`src/rtl/series_sum_engine.sv`:
```
// series_sum_engine: iterative series accumulator.
// On an accepted start it sums t(k) for k = n down to 1, one term per clock,
// where t(k) is k, k*k or 2k-1 depending on the latched mode. It then presents
// the result on sum/ovf together with a single-cycle done pulse.
module series_sum_engine #(
    parameter int N_W   = 8,
    parameter int OUT_W = 16
) (
    input  logic             clk,
    input  logic             rst_n,
    input  logic             start,
    input  logic [N_W-1:0]   n,
    input  logic [1:0]       mode,
    output logic             busy,
    output logic             done,
    output logic [OUT_W-1:0] sum,
    output logic             ovf
);

    typedef enum logic [1:0] {
        S_IDLE = 2'd0,
        S_RUN  = 2'd1,
        S_DONE = 2'd2
    } state_t;

    typedef enum logic [1:0] {
        M_LIN = 2'b00,  // sum of k
        M_SQR = 2'b01,  // sum of k*k
        M_ODD = 2'b10,  // sum of 2k-1
        M_RSV = 2'b11   // reserved, behaves as M_LIN
    } mode_t;

    // Working width for the term and the add. It holds the full 2*N_W-bit
    // square and the full accumulator, plus one spare bit so that an oversized
    // term or a carry out of OUT_W always shows up above bit OUT_W-1.
    localparam int T_W = ((2 * N_W > OUT_W) ? 2 * N_W : OUT_W) + 1;

    state_t           state;
    mode_t            mode_q;
    logic [N_W-1:0]   k;
    logic [OUT_W-1:0] acc;
    logic             acc_ovf;

    logic [T_W-1:0]   k_ext;
    logic [T_W-1:0]   term;
    logic [T_W:0]     sum_wide;
    logic [OUT_W-1:0] acc_next;
    logic             ovf_next;

    // Term generation and accumulate: the post-add values that RUN commits
    // and that are forwarded to sum/ovf on the final term.
    always_comb begin
        // NOTE: every combinational output gets a default first, so no path
        // through the case can leave it unassigned and infer a latch.
        term  = '0;
        k_ext = T_W'(k);
        unique case (mode_q)
            M_SQR:   term = k_ext * k_ext;
            M_ODD:   term = (k_ext << 1) - T_W'(1);
            default: term = k_ext;
        endcase
        sum_wide = {1'b0, T_W'(acc)} + {1'b0, term};
        acc_next = sum_wide[OUT_W-1:0];
        // Any bit at or above OUT_W means either the term alone did not fit
        // or the add carried out. acc is always below 2^OUT_W.
        ovf_next = acc_ovf | (|sum_wide[T_W:OUT_W]);
    end

    // Control FSM with registered handshake and result outputs.
    always_ff @(posedge clk or negedge rst_n) begin
        if (!rst_n) begin
            state   <= S_IDLE;
            mode_q  <= M_LIN;
            k       <= '0;
            acc     <= '0;
            acc_ovf <= 1'b0;
            busy    <= 1'b0;
            done    <= 1'b0;
            sum     <= '0;
            ovf     <= 1'b0;
        end else begin
            // NOTE: sequential state uses non-blocking assignments. Every
            // right-hand side then sees the pre-edge value, whatever the
            // statement order.
            unique case (state)
                S_IDLE: begin
                    if (start) begin
                        mode_q  <= mode_t'(mode);
                        k       <= n;
                        acc     <= '0;
                        acc_ovf <= 1'b0;
                        busy    <= 1'b1;
                        if (n == '0) begin
                            // Empty series: the result is zero and is
                            // published immediately.
                            state <= S_DONE;
                            done  <= 1'b1;
                            sum   <= '0;
                            ovf   <= 1'b0;
                        end else begin
                            state <= S_RUN;
                        end
                    end
                end
                S_RUN: begin
                    acc     <= acc_next;
                    acc_ovf <= ovf_next;
                    k       <= k - N_W'(1);
                    if (k == N_W'(1)) begin
                        // Last term: publish the post-add values on the
                        // same edge.
                        state <= S_DONE;
                        done  <= 1'b1;
                        sum   <= acc_next;
                        ovf   <= ovf_next;
                    end
                end
                S_DONE: begin
                    state <= S_IDLE;
                    done  <= 1'b0;
                    busy  <= 1'b0;
                end
                default: begin
                    state <= S_IDLE;
                    done  <= 1'b0;
                    busy  <= 1'b0;
                end
            endcase
        end
    end

endmodule

```
`config.mk`:
```
export PLATFORM = sky130hd
export DESIGN_NAME = series_sum_engine
export DESIGN_NICKNAME = d
export VERILOG_FILES = /design/src/rtl/series_sum_engine.sv
export SDC_FILE = /design/constraint.sdc
export NUM_CORES = 1
export LEC_CHECK = 0
export BUFFER_PORTS_ARGS = -buffer_cell sky130_fd_sc_hd__buf_2
export CAP_MARGIN = 10
export CORE_MARGIN = 4
export CORE_UTILIZATION = 62
export CTS_BUF_LIST = sky130_fd_sc_hd__clkbuf_4 sky130_fd_sc_hd__clkbuf_8 sky130_fd_sc_hd__clkbuf_16
export CTS_CLUSTER_DIAMETER = 60
export DETAILED_ROUTE_END_ITERATION = 10
export PLACE_DENSITY = 0.93
export SLEW_MARGIN = 20
export SYNTH_ARGS = -nofsm -noshare
export SYNTH_HDL_FRONTEND = slang
export SYNTH_SLANG_ARGS = --single-unit
```
`constraint.sdc`:
```
create_clock -name clk -period 11.25 [get_ports clk]
set_input_delay 1.6875 -clock clk [delete_from_list [all_inputs] [get_ports clk]]
set_output_delay 1.6875 -clock clk [all_outputs]
set_load 0.1 [all_outputs]
```
# Word-level counts from Yosys, hierarchy flattened
# Index checks and enable logic that the tools add are counted.
# W data, S select, Z words.
# totals
reg_bits	48
in_bits	13
output_inout_bits	19
word_cells	57
# op_classes
n_addsub	3
n_mul	1
n_eq_ne	7
mux	25
n_bitwise	2
reduce_logical	10
# ops
op	count
$mux W16	4
$pmux W16 S2	2
$pmux W17 S2	1
$add A16 B17 Y18	1
$mul A8 B8 Y16	1
$pmux W8 S2	1
$sub A9 B1 Y10 const B	1
$eq A8 B1 Y1 const B	1
$logic_not A8 Y1	1
$mux W1	8
$mux W8	1
$pmux W1 S2	4
$reduce_and A2 Y1	4
$sub A8 B1 Y8 const B	1
$mux W2	3
$ne A2 B2 Y1 const B	3
$eq A2 B1 Y1 const B	2
$pmux W2 S2	1
$reduce_and A4 Y1	1
$reduce_and A3 Y1	1
$eq A2 B2 Y1 const B	1
$logic_not A2 Y1	1
$reduce_bool A2 Y1	1
$reduce_or A2 Y1	1
2 further kinds	2

# Logic depth before layout (Yosys ltp)
# Gate-level depths: netlist of run 1.
# logic_depth
word_depth	7
depth_mapped	27
ltp_nobuf	26

# Worst setup path after synthesis of run 1
# OpenSTA, ideal clock, no wires.
# synth_timing
path_type	reg-to-reg
from	register k[2]
to	register sum[15]
setup_time_ns	0.122
arrival_ns	5.775
required_ns	11.128
slack_ns	5.353
stages_incl_launch_ff	23
n_path_buf	1
period_less_slack_ns	5.897
cell_sequence	dfrtp_1 > buf_2 > clkinv_1 > nor2_1 > fa_1 > fa_1 > inv_1 > fa_1 > fa_1 > inv_1 > ha_1 > or3_1 > or2_2 > o221ai_1 > o21bai_1 > xnor2_1 > o21ai_0 > ha_1 > and4_1 > a211oi_4 > o21ai_2 > xor2_1 > a22o_1
# synth_between
elab_chain_cells	5
elab_cells_between_ends	9
cone_classes	add/sub (2); mul (1); eq/ne (2); mux (3); reduce/logical (1)
# synth_rtl
item	line_no	text
start, declared	40	logic [N_W-1:0] k;
start signal, assigned	89	k <= n;
start signal, assigned	108	k <= k - N_W'(1);
$mul A8 B8 Y16 or $sub A9 B1 Y10 (tied branches)	58, 59	
$pmux W17 S2	57	unique case (mode_q)
$add A16 B17 Y18	62	sum_wide = {1'b0, T_W'(acc)} + {1'b0, term};
$mux W16	109	if (k == N_W'(1)) begin
$pmux W16 S2	85	unique case (state)
end signal, assigned	114	sum <= acc_next;
end, declared	16	output logic [OUT_W-1:0] sum,
# Parallel ways exist; a longest one is shown, timed or not. The select of a mux whose other input is x is not followed.
# A chain may end at the register's enable or synchronous reset.

# Worst setup path in the final report of run 1
# layout_timing
from	register k[6]
to	register sum[14]
# The elaborated chain is that of the path after synthesis.

==> flow_metrics.tcl, run 1 <==
set metrics [dict create \
    gp_congestion 0.952 \
    antenna-diode-count 0 \
    setup_viol 0 \
    yosysMostFrequentCell "nand2_1" \
    min_period_ps 6630 \
    cts_setup_buffers 0 \
    grt_usage_pct 26.9 \
    clock-sinks 48 \
    clockRootBuffer "clkbuf_8" \
    ys_top_cells_by_count "80 x nand2_1, 61 x inv_1, 50 x ha_1" \
    drc 0 \
    startpoint_type "flop" \
    grt_pass1_vias 4128 \
    synth_cells 538 \
    min-delay-start "sum[2]" \
    cp_max_fo 9 \
    die_area_sq_um 8840 \
    wire_per_inst_microns 16.7 \
    cts_tree "built" \
    synthArstFlopShare_pct 100 \
    finalHoldViolCount 0 \
    cts_made_buffers 5 \
    crit_path_end_kind "flop" \
    coreArea_sq_um 7210 \
    grt_pass1_wl_microns 19000 \
    cts-resized-gates 0 \
    synth_top_area_share_pct 26.2 \
    crit-reg2reg-capture "sum[14]" \
    relSlewSlack_pct 38.4 \
    setup_tns_ps 0 \
    syn_area_sq_um 4590 \
    rsz0062_at_grt "no" \
    overflow 0 \
    synth_enable_flop_cells 0 \
    worstSetupPathType "flop to flop" \
    fp-row-count 31 \
    hold_buffers 0 \
    vias 3939 \
    initial_core_util_pct 63.6 \
    port-buffer-count 31 \
    drive_gt1_share_pct 10.5 \
    viasPerCell 5.98 \
    status "completed" \
    syn_avg_cell_area_sq_um 8.53 \
    maxCapViolCount 0 \
    min_delay_worst_endpoint "sum[2]" \
    fin_skew_ps 10.6 \
    final_max_slew_viol_count 0 \
    nNetsFinal 649 \
    yosysTopAreaCell "dfrtp_1" \
    syn2layout_area_growth_pct 6.90 \
    min_path_type "flop to flop" \
    grt_max_degree 49 \
    yosysUniqueCellTypes 58 \
    cts_buffer_depth 2 \
    grt_antenna_before_repair 0 \
    synth_fp_nets 627 \
    routed_wl_microns 11000 \
    clock_latency_ps 310 \
    cp.arrival_ps 6790 \
    drt_iter0_markers 251 \
    path_clk_slew_ps 90 \
    fin_crit_sh_pct 59.0 \
    r2r-start "k[6]" \
    ys.warnings.count 0 \
    die_w_microns 94.0 \
    htree_levels 2 \
    antenna_left 0 \
    ys_dominant_reg_cell "dfrtp_1" \
    worstMarginPinSlew_ps 924 \
    seq_area_frac_synth_pct 26.2 \
    first_pass_iters 7 \
    regToRegSetupSlack_ps 4620 \
    pin_count 32 \
    hold_path_depth 2 \
    hpwl_microns 8640 \
    dieHeight_microns 94.0 \
    reg2reg_depth 22 \
    synth_seq_cells 48 \
    cp.required_ps 11410 \
    fmax_mhz 151 \
    yosys-top-cells-area "dfrtp_1 26%, ha_1 14%, fa_1 11%" \
]
through the flow:
stage / utilization, % / instance area (sq um) / std cells / setup slack (ps) / hold slack, ps
6_report: 68.0 / 4910 / 659 / 4620 / 485
5_1_grt: 68.0 / 4910 / 659 / 4260 / 515
3_5_place_dp: 66.7 / 4810 / 652 / 4740 / 468
4_1_cts: 68.0 / 4910 / 659 / 4690 / 488
2_1_floorplan: - / 4590 / 538 / 5350 / 445
3_3_place_gp: 66.7 / 4810 / 652 / 4920 / 454
flip-flops by register name, indices dropped and copies added, names as in the netlist:
signal and count:
acc 16, sum 16, k 8, mode_q 2, state 2, acc_ovf 1
busy 1, done 1, ovf 1
worst max-delay path, stage by stage, from the launching register on:
cell	delay, ps
dfrtp_1	540
clkinv_1	330
nor2_1	310
fa_1	480
fa_1	550
inv_1	60
fa_1	510
fa_1	550
inv_1	40
ha_1	220
or3_1	410
or2_2	290
o221ai_1	350
xor2_1	120
o21ai_0	240
ha_1	330
o21ai_0	120
nand2b_1	80
a21oi_1	190
o21ba_2	210
a31oi_1	200
mux2i_1	260
o21ai_1	90
layer usage:
layer / part of all wire, % / track usage (%) / up-vias
met5: 0 / 0 / -
met1: 41 / 34.1 / 1890
met3: 5.2 / 2.88 / 38
met4: 3.4 / 9.87 / 0
li1: - / - / 1858
met2: 50 / 47.1 / 153
final cells by class:
class	count	area (sq um)
clock buffer	6	82.6
clock inverter	1	8.76
fill	603	2310
inverter	67	251
multi-input combinational	405	3070
sequential	48	1200
tap	99	124
timing repair buffer	33	170
cells in the final DEF (no fill, tap or decap), types with 3 or more instances in the layout:
| cell | n |
|---|---|
| o32ai_1 | 5 |
| clkbuf_8 | 6 |
| a21o_1 | 7 |
| dfrtp_1 | 48 |
| nor3_1 | 4 |
| nand2_1 | 80 |
| buf_2 | 31 |
| nor2_1 | 43 |
| o31ai_1 | 5 |
| inv_1 | 61 |
| a21oi_1 | 37 |
| and3_1 | 3 |
| nor2b_1 | 4 |
| ha_1 | 50 |
| xor2_1 | 13 |
| o21a_1 | 3 |
| o21ai_1 | 11 |
| a21o_2 | 3 |
| xnor2_1 | 19 |
| a221oi_1 | 7 |
| o21ai_0 | 27 |
| clkinv_1 | 5 |
| fa_1 | 26 |
| nand3_1 | 4 |
| nand2b_1 | 9 |
kinds of logic (layout without fill, tap and decap cells):
group / Yosys count / count (layout) / synth area share, %
multiplexers: 3 / 3 / 0.682
AO/OA/AOI/OAI: 130 / 130 / 18.8
flip-flops: 48 / 48 / 26.2
adder cells (fa/ha/maj): 76 / 76 / 25.0
AND/OR/NAND/NOR: 164 / 164 / 16.2
XOR/XNOR: 32 / 32 / 6.11
buffers and inverters: 85 / 107 / 7.06
worst max-delay path by stage:
| stage | start | endpoint | slack [ps] | cells past startpoint |
|---|---|---|---|---|
| floorplan | k[2] | sum[15] | 5350 | 22 |
| global placement | k[6] | sum[14] | 4920 | 22 |
| detailed placement | k[6] | ovf | 4740 | 21 |
| CTS | k[6] | sum[15] | 4690 | 21 |
| global route | k[2] | sum[14] | 4260 | 22 |
| finish | k[6] | sum[14] | 4620 | 22 |
Power of run 1 is not shown: default switching activity piles up to over one toggle a cycle in this logic, so the estimate is an artifact.
==> run 2: changes to the inputs <==
==> constraint.sdc (replaced) <==
create_clock -name clk -period 6.6 [get_ports clk]
set_input_delay 0.99 -clock clk [delete_from_list [all_inputs] [get_ports clk]]
set_output_delay 0.99 -clock clk [all_outputs]
set_load 0.1 [all_outputs]
==> run 2 against run 1 <==
Final cell count grew 1.1%. Flip-flop and latch count stayed put. First-iteration DRC count is 33% higher. Worst hold slack got worse by 6.8 ps. Utilization increased by 0.92 points. Critical path type unchanged. Critical path depth down 1. Clock-buffer cell count is the same. Die area did not move. Register-to-register slack worse by 4300 ps. Final area up 1.4%. Largest cell class unchanged.
==> flow_metrics.tcl, run 2 (synthesis results as in run 1) <==
set metrics [dict create \
    crit_end "sum[14]" \
    grt_antenna_before_repair 0 \
    crit-reg2reg-capture "sum[14]" \
    hpwl_microns 8520 \
    setup_viol 0 \
    routed_wl_microns 11000 \
    syn2layout_area_growth_pct 8.34 \
    path_clk_slew_ps 100 \
    clock-sinks 48 \
    cp.required_ps 6760 \
    gp_congestion 0.903 \
    dieHeight_microns 94.0 \
    coreArea_sq_um 7210 \
    worst-path-stages 21 \
    cts_tree "built" \
    startpoint_type "flop" \
    die_area_sq_um 8840 \
    fin_skew_ps 5.17 \
    cts_made_buffers 5 \
    vias 3941 \
    setup_tns_ps 0 \
    drc 0 \
    reg2reg_depth 21 \
    cp.arrival_ps 6400 \
    clock_latency_ps 300 \
    relSlewSlack_pct 38.8 \
    cp_max_fo 9 \
    drive_gt1_share_pct 12.5 \
    cpMaxStageDelayCell "fa_1" \
    initial_core_util_pct 63.6 \
    crit_path_frequent_cell "fa_1" \
    viasPerCell 5.92 \
    crit_buf_inv 3 \
    seq_area_sq_um 1200 \
    worstMarginPinSlew_ps 918 \
    fillers 575 \
    crit_path_end_kind "flop" \
    pin_count 32 \
    port-buffer-count 31 \
    fmax_mhz 160 \
    nNetsFinal 655 \
    wire_per_inst_microns 16.5 \
    overflow 0 \
    finalHoldViolCount 0 \
    fp-row-count 31 \
    grt_usage_pct 26.8 \
    antenna_left 0 \
    grt_pass1_vias 4147 \
    startpoint "k[0]" \
    drt_iter0_markers 333 \
    htree_levels 2 \
    min_period_ps 6240 \
    first_pass_iters 5 \
    regToRegSetupSlack_ps 360 \
    layout_commonest_cell "nand2_1" \
    cts_buffer_depth 2 \
    grt_pass1_wl_microns 19000 \
    final_max_slew_viol_count 0 \
    grt_max_degree 49 \
    maxCapViolCount 0 \
    r2r-start "k[0]" \
    fin_crit_sh_pct 94.6 \
    critical_path.cell_chain "clkinv_1 > nor2_1 > fa_1 > xor2_1 > xnor2_1 > fa_1 > inv_1 > fa_1 > inv_1 > ha_1 > or3_1 > nand2b_1 > a31oi_1 > xor2_1 > o21ai_0 > ha_1 > a2111o_1 > o21ba_2 > a31oi_1 > mux2i_1 > o21ai_1" \
    min_path_type "flop to flop" \
    worstSetupPathType "flop to flop" \
    rsz0062_at_grt "no" \
    status "completed" \
    layout_common_cells "80 x nand2_1, 61 x inv_1, 50 x ha_1" \
    reg.largest.list "acc: 16 flops, sum: 16 flops, k: 8 flops" \
    path_delay_family "adder cells" \
    multi_input_area_sq_um 3070 \
    max_stage_delay_ps 550 \
    die_w_microns 94.0 \
    antenna-diode-count 0 \
    clockRootBuffer "clkbuf_8" \
]
## run 2: how the worst min path moves through the flow
stage	slack [ps]	cells after the start	from	endpoint
global route	510	2	acc[7]	acc[7]
floorplan	450	2	acc[8]	acc[8]
CTS	490	2	sum[1]	sum[1]
finish	480	2	sum[1]	sum[1]
detailed placement	470	2	sum[1]	sum[1]
global placement	460	2	sum[1]	sum[1]
## run 2: what timing repair did
action,in CTS,in global routing
endpoints found under the hold margin,0,0
hold buffers,0,0
resized for setup,0,5
setup buffers,0,3
setup endpoints to repair,0,10
## run 2: area by class of cell
class / instances / area share [%]
multi-input cells: 405 / 61.8
flip-flops and latches: 48 / 24.2
inverters: 67 / 5.13
repair buffers: 39 / 4.38
well taps: 99 / 2.49
clock buffers: 6 / 1.66
clock inverters: 2 / 0.277
## run 2: worst register-to-register path: cells and delay by family, from the launching register on
family | cells | cell delay (ps)
and+or+nand+nor | 3 | 950
adders and majority gates | 5 | 2100
AOI/OAI and AO/OA | 6 | 1360
buffers and inverters | 3 | 410
DFF | 1 | 520
xor gates and xnor gates | 3 | 520
muxes | 1 | 250
## run 2: through the flow
stage          std cells  area (sq um)  hold slack [ps]  setup WS [ps]  utilization, %
2_1_floorplan        538          4590              445            703               -
3_3_place_gp         655          4840              455            475            67.0
3_5_place_dp         655          4840              466            205            67.0
4_1_cts              663          4930              487            171            68.4
5_1_grt              666          4970              514           13.7            68.9
6_report             666          4970              478            355            68.9
## run 2: metal layers
metal  part of all wire (%)  vias to the layer above  global-route usage (%)
met5                      0                        -                       0
li1                       -                     1867                       -
met3                    5.8                       28                    2.64
met2                     52                      145                    48.1
met4                    2.1                        0                    8.18
met1                     40                     1901                    34.0
Power of run 2 is left out for the same reason.
==> run 3: changes to the inputs <==
--- a/config.mk
+++ b/config.mk
@@ -7,12 +7,13 @@
 export LEC_CHECK = 0
 export BUFFER_PORTS_ARGS = -buffer_cell sky130_fd_sc_hd__buf_2
 export CAP_MARGIN = 10
+export CORE_ASPECT_RATIO = 0.6
 export CORE_MARGIN = 4
 export CORE_UTILIZATION = 62
 export CTS_BUF_LIST = sky130_fd_sc_hd__clkbuf_4 sky130_fd_sc_hd__clkbuf_8 sky130_fd_sc_hd__clkbuf_16
 export CTS_CLUSTER_DIAMETER = 60
 export DETAILED_ROUTE_END_ITERATION = 10
-export PLACE_DENSITY = 0.93
+export PLACE_DENSITY_LB_ADDON = 0.15
 export SLEW_MARGIN = 20
 export SYNTH_ARGS = -nofsm -noshare
 export SYNTH_HDL_FRONTEND = slang
==> run 3 against run 2 <==
Die area rose by 0.51%. Critical path depth rose by 1. Worst hold slack got worse by 8.3 ps. Fmax fell by 0.82%. Flip-flop and latch count did not move. First-iteration DRC count rose by 22%. Wire length rose by 4.8%. Non-clock buffer count rose by 2.
==> flow_metrics.tcl, run 3 (synthesis results as in run 1) <==
set metrics [dict create \
    fin_crit_sh_pct 95.4 \
    antenna-diode-count 0 \
    drive_gt1_share_pct 12.9 \
    hold_path_depth 2 \
    die_w_microns 119 \
    maxCapViolCount 0 \
    multi_input_area_sq_um 3080 \
    cp_max_fo 6 \
    reg2reg_depth 22 \
    fmax_mhz 159 \
    antenna_left 0 \
    wire_per_inst_microns 17.3 \
    hold_buffers 0 \
    final_max_slew_viol_count 0 \
    pin_count 32 \
    grt_max_degree 49 \
    setup_viol 0 \
    routed_wl_microns 11500 \
    clock-sinks 48 \
    nNetsFinal 657 \
    crit-reg2reg-capture "sum[14]" \
    cts_buffer_depth 2 \
    reg.largest.list "acc: 16 flops, sum: 16 flops, k: 8 flops" \
    coreArea_sq_um 6940 \
    min_delay_worst_endpoint "sum[1]" \
    rsz0062_at_grt "no" \
    clockRootBuffer "clkbuf_16" \
    initial_core_util_pct 66.2 \
    dieHeight_microns 74.6 \
    htree_levels 2 \
    regToRegSetupSlack_ps 300 \
    min-delay-start "sum[1]" \
    startpoint_type "flop" \
    hpwl_microns 8830 \
    setup_tns_ps 0 \
    first_pass_iters 6 \
    status "completed" \
    die_area_sq_um 8890 \
    crit_path_end_kind "flop" \
    port-buffer-count 31 \
    drt_iter0_markers 406 \
    clock_latency_ps 300 \
    fp-row-count 23 \
    overflow 0 \
    layout_commonest_cell "nand2_1" \
    path_clk_slew_ps 70 \
    relSlewSlack_pct 38.5 \
    grt_usage_pct 28.0 \
    r2r-start "k[5]" \
    viasPerCell 5.99 \
    cp.required_ps 6740 \
    min_period_ps 6300 \
    grt_pass1_vias 4046 \
    grt_antenna_before_repair 0 \
    grt_pass1_wl_microns 19800 \
    gp_congestion 0.968 \
    cts_tree "built" \
    drc 0 \
    cp.arrival_ps 6440 \
    vias 4000 \
    syn2layout_area_growth_pct 9.87 \
    fillers 554 \
    finalHoldViolCount 0 \
    worstMarginPinSlew_ps 923 \
    fin_skew_ps 11.4 \
    seq_area_sq_um 1200 \
    min_path_type "flop to flop" \
    cts_made_buffers 5 \
    layout_common_cells "80 x nand2_1, 61 x inv_1, 50 x ha_1" \
    worstSetupPathType "flop to flop" \
]
[run 3: cell count changes in the layout (fill, tap and decap cells not counted), sizes merged]
cell	previous run	this run
inv	63	62
clkinvlp	1	0
clkinv	5	6
buf	39	41
[run 3: through the flow]
step,hold slack (ps),instance area [sq um],std cells,util [%],setup WS [ps]
6_report,470,5040,668,72.7,303
5_1_grt,500,5040,668,72.7,3.82
4_1_cts,477,5020,668,72.4,178
3_5_place_dp,462,4880,661,70.3,308
3_3_place_gp,454,4880,661,70.3,518
2_1_floorplan,445,4590,538,-,703
[run 3: layout make-up]
| type | count | area share, % |
|---|---|---|
| multi-input combinational | 405 | 61.2 |
| sequential | 48 | 23.9 |
| inverter | 67 | 4.99 |
| timing repair buffer | 41 | 4.57 |
| clock buffer | 6 | 2.75 |
| tap | 100 | 2.48 |
| clock inverter | 1 | 0.174 |
[run 3: worst max-delay path by stage]
stage          depth (start not counted)  startpoint  endpoint
6_report                              22        k[5]   sum[14]
5_1_grt                               21        k[1]       ovf
4_1_cts                               21        k[7]       ovf
3_5_place_dp                          21        k[7]       ovf
3_3_place_gp                          22        k[1]   sum[14]
2_1_floorplan                         22        k[2]   sum[15]
[run 3: timing repair]
action,4_1_cts,5_1_grt
buffers inserted,0,0
endpoints found under the setup margin,0,4
resized for setup,0,6
[run 3: routing by layer]
layer | routed length (microns) | vias to the layer above | global-route usage [%]
met5 | 0 | - | 0
met4 | 122 | 0 | 5.26
met3 | 1050 | 22 | 7.96
met2 | 5050 | 185 | 44.5
met1 | 5290 | 1903 | 39.2
li1 | - | 1890 | -
[run 3: worst max-delay path: stages, from the launching register on]
cell and delay (ps):
dfrtp_1 540, inv_2 60, nor2_1 250, fa_1 510, fa_1 550, inv_1 60, fa_1 510, fa_1 540
inv_1 40, ha_1 220, or3_1 410, or2_2 290, o221ai_1 290, xor2_1 170, o21ai_0 100, ha_1 370
o21ai_0 120, nand2b_1 90, a21oi_1 180, o21ba_2 210, a31oi_1 210, mux2i_1 310, o21ai_1 110
Power of run 3 is left out for the same reason.
